[src/rtl/md_pkg.sv]
// Shared definitions for the mul/div writeback scheduler: funct3 codes, FSM states, widths.
package md_pkg;
  localparam int MD_XLEN = 32;
  localparam int MD_TAGW = 7;

  localparam logic [2:0] MD_OP_MUL    = 3'd0;
  localparam logic [2:0] MD_OP_MULH   = 3'd1;
  localparam logic [2:0] MD_OP_MULHSU = 3'd2;
  localparam logic [2:0] MD_OP_MULHU  = 3'd3;
  localparam logic [2:0] MD_OP_DIV    = 3'd4;
  localparam logic [2:0] MD_OP_DIVU   = 3'd5;
  localparam logic [2:0] MD_OP_REM    = 3'd6;
  localparam logic [2:0] MD_OP_REMU   = 3'd7;

  localparam logic [31:0] MD_DIV_OVF_A = 32'h8000_0000;

  typedef enum logic [1:0] {
    IDLE = 2'd0,
    RUN  = 2'd1,
    HOLD = 2'd2
  } md_state_e;
endpackage

[src/rtl/md_wb_sched_if.sv]
// Issue, engine and writeback signals of the MD scheduler; slave is the scheduler side.
interface md_wb_sched_if #(
  parameter int XLEN = md_pkg::MD_XLEN,
  parameter int TAGW = md_pkg::MD_TAGW
);
  logic            pause;
  logic            flush;
  logic            iss_valid;
  logic [2:0]      iss_op;
  logic [XLEN-1:0] iss_rs1;
  logic [XLEN-1:0] iss_rs2;
  logic [TAGW-1:0] iss_rd;
  logic            eng_start;
  logic [2:0]      eng_op;
  logic [XLEN-1:0] eng_a;
  logic [XLEN-1:0] eng_b;
  logic            eng_done;
  logic [XLEN-1:0] eng_result;
  logic            ex_rd_en;
  logic [TAGW-1:0] ex_rd_add;
  logic [XLEN-1:0] ex_rd_data;
  logic            wb_en;
  logic [TAGW-1:0] wb_add;
  logic [XLEN-1:0] wb_data;
  logic            md_busy;
  logic [TAGW-1:0] md_busy_rd;
  logic            md_pause;

  modport slave (
    input  pause, flush, iss_valid, iss_op, iss_rs1, iss_rs2, iss_rd,
    input  eng_done, eng_result, ex_rd_en, ex_rd_add, ex_rd_data,
    output eng_start, eng_op, eng_a, eng_b,
    output wb_en, wb_add, wb_data, md_busy, md_busy_rd, md_pause
  );

  modport master (
    output pause, flush, iss_valid, iss_op, iss_rs1, iss_rs2, iss_rd,
    output eng_done, eng_result, ex_rd_en, ex_rd_add, ex_rd_data,
    input  eng_start, eng_op, eng_a, eng_b,
    input  wb_en, wb_add, wb_data, md_busy, md_busy_rd, md_pause
  );
endinterface

[src/rtl/md_special.sv]
// Divide special cases resolved without the engine: divide by zero and signed overflow.
module md_special
  import md_pkg::*;
#(
  parameter int XLEN = MD_XLEN
) (
  input  logic [2:0]      op,
  input  logic [XLEN-1:0] a,
  input  logic [XLEN-1:0] b,
  output logic            is_special,
  output logic [XLEN-1:0] special_result
);
  logic b_zero;
  logic ovf;

  // op[2] = divide family, op[1] = remainder, op[0] = unsigned
  assign b_zero = (b == '0);
  assign ovf    = !op[0] && (a == XLEN'(MD_DIV_OVF_A)) && (b == '1);

  always_comb begin
    is_special     = 1'b0;
    special_result = '0;
    if (op[2]) begin
      if (b_zero) begin
        is_special     = 1'b1;
        special_result = op[1] ? a : '1;
      end else if (ovf) begin
        is_special     = 1'b1;
        special_result = op[1] ? '0 : a;
      end
    end
  end
endmodule

[src/rtl/md_wb_sched.sv]
// Issue/writeback scheduler for the shared mul/div engine; ALU writes take the port first.
module md_wb_sched
  import md_pkg::*;
#(
  parameter int XLEN       = MD_XLEN,
  parameter int TAGW       = MD_TAGW,
  parameter int STARVE_MAX = 4
) (
  input logic          clk,
  input logic          reset,
  md_wb_sched_if.slave bus
);
  localparam int SW = $clog2(STARVE_MAX + 1);

  md_state_e       state;
  logic [TAGW-1:0] rd_q;
  logic [XLEN-1:0] res_q;
  logic [SW-1:0]   starve_cnt;
  logic            is_special;
  logic [XLEN-1:0] special_result;
  logic            md_slot;
  logic            accept;
  logic            starve_hit;

  md_special #(.XLEN(XLEN)) u_special (
    .op             (bus.iss_op),
    .a              (bus.iss_rs1),
    .b              (bus.iss_rs2),
    .is_special     (is_special),
    .special_result (special_result)
  );

  // md_slot is the cycle the held result owns the port, whether or not it writes (rd=x0)
  assign md_slot    = (state == HOLD) && !bus.ex_rd_en;
  assign accept     = ((state == IDLE) || md_slot) && bus.iss_valid && !bus.flush && !bus.pause;
  assign starve_hit = (state == HOLD) && bus.ex_rd_en && (starve_cnt >= SW'(STARVE_MAX - 1));

  assign bus.md_busy    = (state != IDLE);
  assign bus.md_busy_rd = rd_q;
  assign bus.md_pause   = (bus.iss_valid && !bus.flush && (state != IDLE) && !md_slot) || starve_hit;

  always_comb begin
    bus.wb_en   = 1'b0;
    bus.wb_add  = '0;
    bus.wb_data = '0;
    if (!reset) begin
      bus.wb_en = 1'b0;
    end else if (bus.ex_rd_en) begin
      bus.wb_en   = 1'b1;
      bus.wb_add  = bus.ex_rd_add;
      bus.wb_data = bus.ex_rd_data;
    end else if ((state == HOLD) && (rd_q[4:0] != 5'd0)) begin
      bus.wb_en   = 1'b1;
      bus.wb_add  = rd_q;
      bus.wb_data = res_q;
    end
  end

  always_ff @(posedge clk or negedge reset) begin
    if (!reset) begin
      state         <= IDLE;
      rd_q          <= '0;
      res_q         <= '0;
      starve_cnt    <= '0;
      bus.eng_start <= 1'b0;
      bus.eng_op    <= '0;
      bus.eng_a     <= '0;
      bus.eng_b     <= '0;
    end else begin
      if (bus.eng_done)
        assert (state == RUN) else $error("md_wb_sched: eng_done outside RUN");
      bus.eng_start <= 1'b0;
      case (state)
        RUN:     if (bus.eng_done) begin
                   res_q <= bus.eng_result;
                   state <= HOLD;
                 end
        HOLD:    if (md_slot) state <= IDLE;
        default: state <= state;
      endcase
      if ((state == HOLD) && !md_slot) begin
        if (starve_cnt != SW'(STARVE_MAX)) starve_cnt <= starve_cnt + 1'b1;
      end else begin
        starve_cnt <= '0;
      end
      // a same-cycle accept overrides the HOLD->IDLE return above
      if (accept) begin
        bus.eng_op <= bus.iss_op;
        bus.eng_a  <= bus.iss_rs1;
        bus.eng_b  <= bus.iss_rs2;
        rd_q       <= bus.iss_rd;
        if (is_special) begin
          res_q <= special_result;
          state <= HOLD;
        end else begin
          bus.eng_start <= 1'b1;
          state         <= RUN;
        end
      end
    end
  end
endmodule

[src/flat_wrapper.sv]
// flat-port wrapper written by rule: the top's interface ports become plain ports
module md_wb_sched_flat import md_pkg::*;
#(
  parameter int XLEN       = MD_XLEN,
  parameter int TAGW       = MD_TAGW,
  parameter int STARVE_MAX = 4
)
  (clk, reset, bus_pause, bus_flush, bus_iss_valid, bus_iss_op, bus_iss_rs1, bus_iss_rs2, bus_iss_rd, bus_eng_done, bus_eng_result, bus_ex_rd_en, bus_ex_rd_add, bus_ex_rd_data, bus_eng_start, bus_eng_op, bus_eng_a, bus_eng_b, bus_wb_en, bus_wb_add, bus_wb_data, bus_md_busy, bus_md_busy_rd, bus_md_pause);
  md_wb_sched_if #(.XLEN(XLEN), .TAGW(TAGW)) bus_i ();
  input logic clk;
  input logic reset;
  input wire logic [$bits(bus_i.pause)-1:0] bus_pause;
  input wire logic [$bits(bus_i.flush)-1:0] bus_flush;
  input wire logic [$bits(bus_i.iss_valid)-1:0] bus_iss_valid;
  input wire logic [$bits(bus_i.iss_op)-1:0] bus_iss_op;
  input wire logic [$bits(bus_i.iss_rs1)-1:0] bus_iss_rs1;
  input wire logic [$bits(bus_i.iss_rs2)-1:0] bus_iss_rs2;
  input wire logic [$bits(bus_i.iss_rd)-1:0] bus_iss_rd;
  input wire logic [$bits(bus_i.eng_done)-1:0] bus_eng_done;
  input wire logic [$bits(bus_i.eng_result)-1:0] bus_eng_result;
  input wire logic [$bits(bus_i.ex_rd_en)-1:0] bus_ex_rd_en;
  input wire logic [$bits(bus_i.ex_rd_add)-1:0] bus_ex_rd_add;
  input wire logic [$bits(bus_i.ex_rd_data)-1:0] bus_ex_rd_data;
  output wire logic [$bits(bus_i.eng_start)-1:0] bus_eng_start;
  output wire logic [$bits(bus_i.eng_op)-1:0] bus_eng_op;
  output wire logic [$bits(bus_i.eng_a)-1:0] bus_eng_a;
  output wire logic [$bits(bus_i.eng_b)-1:0] bus_eng_b;
  output wire logic [$bits(bus_i.wb_en)-1:0] bus_wb_en;
  output wire logic [$bits(bus_i.wb_add)-1:0] bus_wb_add;
  output wire logic [$bits(bus_i.wb_data)-1:0] bus_wb_data;
  output wire logic [$bits(bus_i.md_busy)-1:0] bus_md_busy;
  output wire logic [$bits(bus_i.md_busy_rd)-1:0] bus_md_busy_rd;
  output wire logic [$bits(bus_i.md_pause)-1:0] bus_md_pause;
  assign bus_i.pause = bus_pause;
  assign bus_i.flush = bus_flush;
  assign bus_i.iss_valid = bus_iss_valid;
  assign bus_i.iss_op = bus_iss_op;
  assign bus_i.iss_rs1 = bus_iss_rs1;
  assign bus_i.iss_rs2 = bus_iss_rs2;
  assign bus_i.iss_rd = bus_iss_rd;
  assign bus_i.eng_done = bus_eng_done;
  assign bus_i.eng_result = bus_eng_result;
  assign bus_i.ex_rd_en = bus_ex_rd_en;
  assign bus_i.ex_rd_add = bus_ex_rd_add;
  assign bus_i.ex_rd_data = bus_ex_rd_data;
  assign bus_eng_start = bus_i.eng_start;
  assign bus_eng_op = bus_i.eng_op;
  assign bus_eng_a = bus_i.eng_a;
  assign bus_eng_b = bus_i.eng_b;
  assign bus_wb_en = bus_i.wb_en;
  assign bus_wb_add = bus_i.wb_add;
  assign bus_wb_data = bus_i.wb_data;
  assign bus_md_busy = bus_i.md_busy;
  assign bus_md_busy_rd = bus_i.md_busy_rd;
  assign bus_md_pause = bus_i.md_pause;
  md_wb_sched #(.XLEN(XLEN), .TAGW(TAGW), .STARVE_MAX(STARVE_MAX)) u_core (.clk(clk), .reset(reset), .bus(bus_i));
endmodule
[config.mk]
export PLATFORM = sky130hd
export DESIGN_NAME = md_wb_sched_flat
export DESIGN_NICKNAME = d
export VERILOG_FILES = /design/src/rtl/md_pkg.sv /design/src/rtl/md_wb_sched_if.sv /design/src/rtl/md_special.sv /design/src/rtl/md_wb_sched.sv /design/src/flat_wrapper.sv
export SDC_FILE = /design/constraint.sdc
export NUM_CORES = 1
export LEC_CHECK = 0
export BUFFER_PORTS_ARGS = -buffer_cell sky130_fd_sc_hd__buf_2
export CAP_MARGIN = 10
export CORE_UTILIZATION = 45
export CTS_CLUSTER_SIZE = 30
export DETAILED_ROUTE_END_ITERATION = 12
export PLACE_DENSITY_LB_ADDON = 0.25
export SYNTH_ARGS = -nofsm -noshare
export SYNTH_HDL_FRONTEND = slang
export SYNTH_SLANG_ARGS = --single-unit
[constraint.sdc]
create_clock -name clk -period 2.7 [get_ports clk]
set_input_delay 0.135 -clock clk [delete_from_list [all_inputs] [get_ports clk]]
set_output_delay 0.135 -clock clk [all_outputs]
set_load 0.02 [all_outputs]
======== Word-level counts from Yosys, hierarchy flattened ========
Index checks and enable logic that the tools add are counted.
word-level totals
  logic and storage cells ................. 74
  memories kept ........................... 0
  bits in read-only memories .............. 0
  RAM bits ................................ 0
  output and inout port bits .............. 117
  bits in latches ......................... 0
  register bits after elaboration ......... 112
operators by class
  div/mod/pow operators ................... 0
  multiplexer cells ....................... 30
  order comparisons ....................... 1
  $add $sub $neg .......................... 1
  shift operators ......................... 0
  bitwise operators ....................... 0
  reductions and logical operators ........ 26
  equal/unequal tests ..................... 8
  multiply operators ...................... 0
operators by type and width
  cell                    count
  $mux W32                12
  $eq A32 B32 Y1 const B  2
  $logic_not A32 Y1       1
  $mux W7                 3
  $logic_and A1 B1 Y1     13
  $mux W1                 8
  $mux W2                 4
  $mux W3                 2
  $logic_not A1 Y1        5
  $reduce_bool A5 Y1      1
  $pmux W2 S2             1
  $add A3 B1 Y3 const B   1
  $ge A3 B2 Y1 const B    1
  $ne A3 B1 Y1 const B    1
  $ne A3 B2 Y1 const B    1
  $ne A3 B3 Y1 const B    1
  $reduce_and A3 Y1       1
  $reduce_bool A3 Y1      1
  $eq A2 B1 Y1 const B    1
  $eq A2 B2 Y1 const B    1
  $logic_not A2 Y1        1
  $logic_or A1 B1 Y1      2
  $ne A2 B2 Y1 const B    1
  $reduce_bool A2 Y1      1

======== Longest topological paths before layout ========
  depth in word-level cells ............... 8
  gate-level depth with buffers ........... 8

======== By module ========
From an unflattened synthesis, not the netlist that was laid out.
unflattened totals
  cells, all modules ...................... 509
  area total of the unflattened synthesis .. 6401.1 µm²
by module, submodules not included
  module       times used  sequential area each (µm²)  cells each  area an instance (µm²)
  md_wb_sched  1           2802.7                      433         5851.9
  md_special   1           0.0                         76          549.3

======== Worst setup path after synthesis ========
OpenSTA, ideal clock, no wires.
  path kind ............................... flip-flop to flip-flop
  start point ............................. register u_core.state[0]
  end point ............................... register u_core.res_q[22]
  buffers on the path ..................... 2
  cell stages (with the launch flop) ...... 8
  path slack .............................. 0.578 ns
  data required time ...................... 2.563 ns
  arrival ................................. 1.985 ns
  path through ............................ dfrtp_1 -> a21o_1 -> or3_1 -> clkbuf_1 -> or4_4 -> clkbuf_1 -> o21ai_0 -> a2bb2oi_1
on the way
  word-level cells in the longest chain between the ends .. 7
RTL lines
  item                              RTL line           RTL
  from (decl)                       md_wb_sched.sv:15  md_state_e state;
  from (signal assigned)            md_wb_sched.sv:79  default: state <= state;
  $eq A2 B2 Y1                      md_wb_sched.sv:34  assign md_slot = (state == HOLD) && !bus.ex_rd_en;
  $logic_and A1 B1 Y1               md_wb_sched.sv:34
  $logic_or A1 B1 Y1                md_wb_sched.sv:35  assign accept = ((state == IDLE) || md_slot) && bus.iss_valid && !bus.flush && !bus.pause;
  $logic_and A1 B1 Y1 (3 in a row)  md_wb_sched.sv:35
  $mux W32 *                        md_wb_sched.sv:87  if (accept) begin
  to (signal assigned)              md_wb_sched.sv:75  res_q <= bus.eng_result;
  to (signal assigned)              md_wb_sched.sv:93  res_q <= special_result;
  to (decl)                         md_wb_sched.sv:17  logic [XLEN-1:0] res_q;
Every way passes the cells marked *; elsewhere a longest branch is shown, timed or not.
A chain may end at the register's enable or synchronous reset.

======== Worst setup path after layout ========
  start point ............................. register u_core.rd_q[3] (netlist: u_core.bus.md_busy_rd[3])
  end point ............................... output port bus_wb_data[23]
on the way
  word-level cells in the longest chain between the ends .. 5
RTL lines
  item                    RTL line            RTL
  from (decl)             md_wb_sched.sv:16   logic [TAGW-1:0] rd_q;
  from (signal assigned)  md_wb_sched.sv:91   rd_q <= bus.iss_rd;
  $reduce_bool A5 Y1      md_wb_sched.sv:52   end else if ((state == HOLD) && (rd_q[4:0] != 5'd0)) begin
  $logic_and A1 B1 Y1     md_wb_sched.sv:52
  $mux W32                md_wb_sched.sv:52
  $mux W32                md_wb_sched.sv:48   end else if (bus.ex_rd_en) begin
  $mux W32                md_wb_sched.sv:46   if (!reset) begin
  to (decl)               flat_wrapper.sv:30  output wire logic [$bits(bus_i.wb_data)-1:0] bus_wb_data;
No other way between the ends.

==> metrics <==
outcome finished clean; Synth Cell Area between 0.005 and 0.006 mm2; Max IR drop VDD 0.000576 V; WL per Instance about 16 um; initial antenna violation count 1; Initial Utilization 0.465; Final #Nets 1128; antenna cells 0; grt total ovfl 0; worst-path fanout max 35; Core ar. 0.0127 mm2; Highest Clock Rate 412 MHz; first-pass GRT wire length ~28000 um; Layout area overhead 32.4%; ys async rst share 1.00; setup TNS 0 ns; RSZ-0062 raised after global routing false; Critical Path Sink Type output port; Clock Sink Count 112; leakage power 0.00414 uW; element type at the critical path start flop; I/O Buffers 268; Bufs on Longest Clock Path 2; synth top area cells dfrtp_1 (48%), nand2_1 (19%), o21ai_0 (6.3%); Seq/Total Area, Yosys 0.476; Power Dens Cells 972 mW/mm2; CTS Root Cell clkbuf_16; post_cts resized 0; final setup fails 0; Routed Antenna Nets 0; Final Hold Fails 0; Worst Slack Setup Final 0.271 ns; TritonCTS Buffers 9; drt pass-1 iters 4; main combinational cell family by area after synthesis simple AND/OR/NAND/NOR gates; Vias/cell between 5 and 6; worst hold path class in2reg; Synth Area in Compound Gates 0.123; FF+latch area 0.00280 mm2; fin crit share 0.900; xor-xnor portion of the synthesized cell area 0.00149; Primary FF master, synth dfrtp_1; TritonCTS clock tree yes; WHS 0.00146 ns; routed via count 5942; gpl congestion 0.829; final setup skew 0.00798 ns; critical setup path kind reg2out; Residual DRC 0; row count 41; full die area 0.0136 mm2; die outline width 116 um; Adder-Cell Fraction of Synth Area 0.00637; ratio of cells with drive above 1 in the final layout 0.346; post-synthesis register bit count 112; drt initial violations 299; fin area 0.00780 mm2; Setup WS pre-CTS 0.307 ns; largest net degree at the start of global routing 84; Worst EP arrival around 2.3 ns; post-synthesis mux area share 0.0609; multi-input logic area 0.00289 mm2; DPL Wire Length 13600 um; syn_nets ~870; height of the chip 116 um; Slew @ Worst Pin around 0.81 ns; simple-gate portion of the synthesized area 0.297; cell accounting for the most synthesized area dfrtp_1; Fillers roughly 1200; Tot GR Track Use 0.278; Synth cell types 41; H-tree depth 3; EDFF count, synth 0; synth warn 0; final-report max-slew violation count 0; Mapped Cells about 720; placed instance area about 0.0074 mm2; Routed WL 18800 um; Final min period 2.43 ns; Clock Latency Late Sink 0.35 ns; Max Cap Violations 0; worst path required time ~2.6 ns; vias in the first global route 5560; # IOs 269; syn_area_per_cell just over 8 um2; clock-pin slew on the worst setup and hold paths roughly 0.080 ns; final core occ 0.616; Rel. slew slack 0.459; Yosys top cell area share 0.476
==> worst max-delay path, cell delays in order (launching register included) <==
cell and delay (ns):
dfrtp_1 0.41, or4_1 0.54, o21a_1 0.18, buf_4 0.24, nand2_1 0.15, o21ai_0 0.07, and2_1 0.19, buf_2 0.16
==> layout by cell type (no fill, tap or decap), types with 2 or more instances in the layout <==
cell type	count
clkbuf_16	9
o21ai_0	74
nand3_1	3
a2bb2oi_1	31
nor4b_1	2
mux2_2	31
and4_1	3
or4_1	4
buf_2	267
nor4_1	16
a21oi_1	3
dlygate4sd3_1	10
clkinv_2	2
inv_1	5
o21a_1	2
and2_1	40
nand2_1	304
nor2_1	2
ha_1	3
dfrtp_1	112
buf_4	17
clkbuf_8	5
or2_2	2
nand4_1	10
==> layout make-up <==
| type | instances | area share |
|---|---|---|
| repair buffers | 295 | 0.202 |
| clock inverters | 2 | 0.00128 |
| flip-flops and latches | 112 | 0.359 |
| well taps | 172 | 0.0276 |
| clock buffers | 14 | 0.0377 |
| inverters | 5 | 0.00241 |
| multi-input cells | 550 | 0.370 |
==> worst paths after layout <==
kind	startpoint	end	slack (ns)	cells past startpoint
setup / recovery	u_core.bus.md_busy_rd[3]$_DFFE_PN0N_	bus_wb_data[23]	0.27	7
hold / removal	bus_iss_rs2[13]	u_core.bus.eng_b[13]$_DFFE_PN0N_	0.001	3
setup reg to reg	u_core.state[0]$_DFFE_PN0P_	u_core.res_q[31]$_DFF_PN0_	0.31	5
hold reg to reg	u_core.bus.eng_b[16]$_DFFE_PN0N_	u_core.bus.eng_b[16]$_DFFE_PN0N_	0.47	2
max in group asynchronous	reset	u_core.res_q[2]$_DFF_PN0_	1.65	3
min in group asynchronous	reset	u_core.starve_cnt[1]$_DFFE_PN0P_	0.36	2
==> flip-flops by register name (all words and copies together), names as in the netlist <==
signal and count:
u_core.bus.md_busy_rd 7, u_core.bus.eng_op 3, u_core.state 2, u_core.bus.eng_a 32, u_core.bus.eng_b 32, u_core.bus.eng_start 1, u_core.res_q 32, u_core.starve_cnt 3
==> power by group <==
part | total, uW | switching (uW) | internal, uW
registers | 2940 | 449 | 2500
clock network | 1360 | 607 | 751
logic | 3280 | 1990 | 1290
==> cell usage after synthesis, types with 4 or more instances <==
cell type	number
nand2_1	304
a2bb2oi_1	31
inv_1	5
and2_1	40
nor4_1	16
clkbuf_1	45
or4_1	4
nand4_1	10
mux2_2	31
o21ai_0	74
dfrtp_1	112
buf_1	5
==> stage by stage <==
stage	cells	total power, uW
6_report	1150	7590
5_1_grt	1150	8120
4_1_cts	1150	7630
3_5_place_dp	1124	6250
3_3_place_gp	1124	6180
2_1_floorplan	718	5050
==> layer usage <==
| metal | global-route usage | vias up | wire [um] |
|---|---|---|---|
| li1 | - | 2906 | - |
| met1 | 0.356 | 2771 | 7980 |
| met4 | 0.0991 | 2 | 366 |
| met3 | 0.0607 | 26 | 1350 |
| met2 | 0.465 | 237 | 9100 |
| met5 | 0 | - | 13 |
==> cell families (layout without fill, tap and decap cells) <==
logic type / Yosys count / after routing
simple gates: 397 / 397
compound gates: 117 / 117
flops: 112 / 112
buf+inv: 56 / 316
mux: 32 / 32
fa+ha+maj: 3 / 3
xor+xnor: 1 / 1
==> what timing repair did <==
| action | CTS | global route |
|---|---|---|
| hold endpoints to repair | 46 | 0 |
| buffers inserted | 0 | 0 |
| hold buffers | 10 | 0 |
Power figures use the tool's default switching activity.
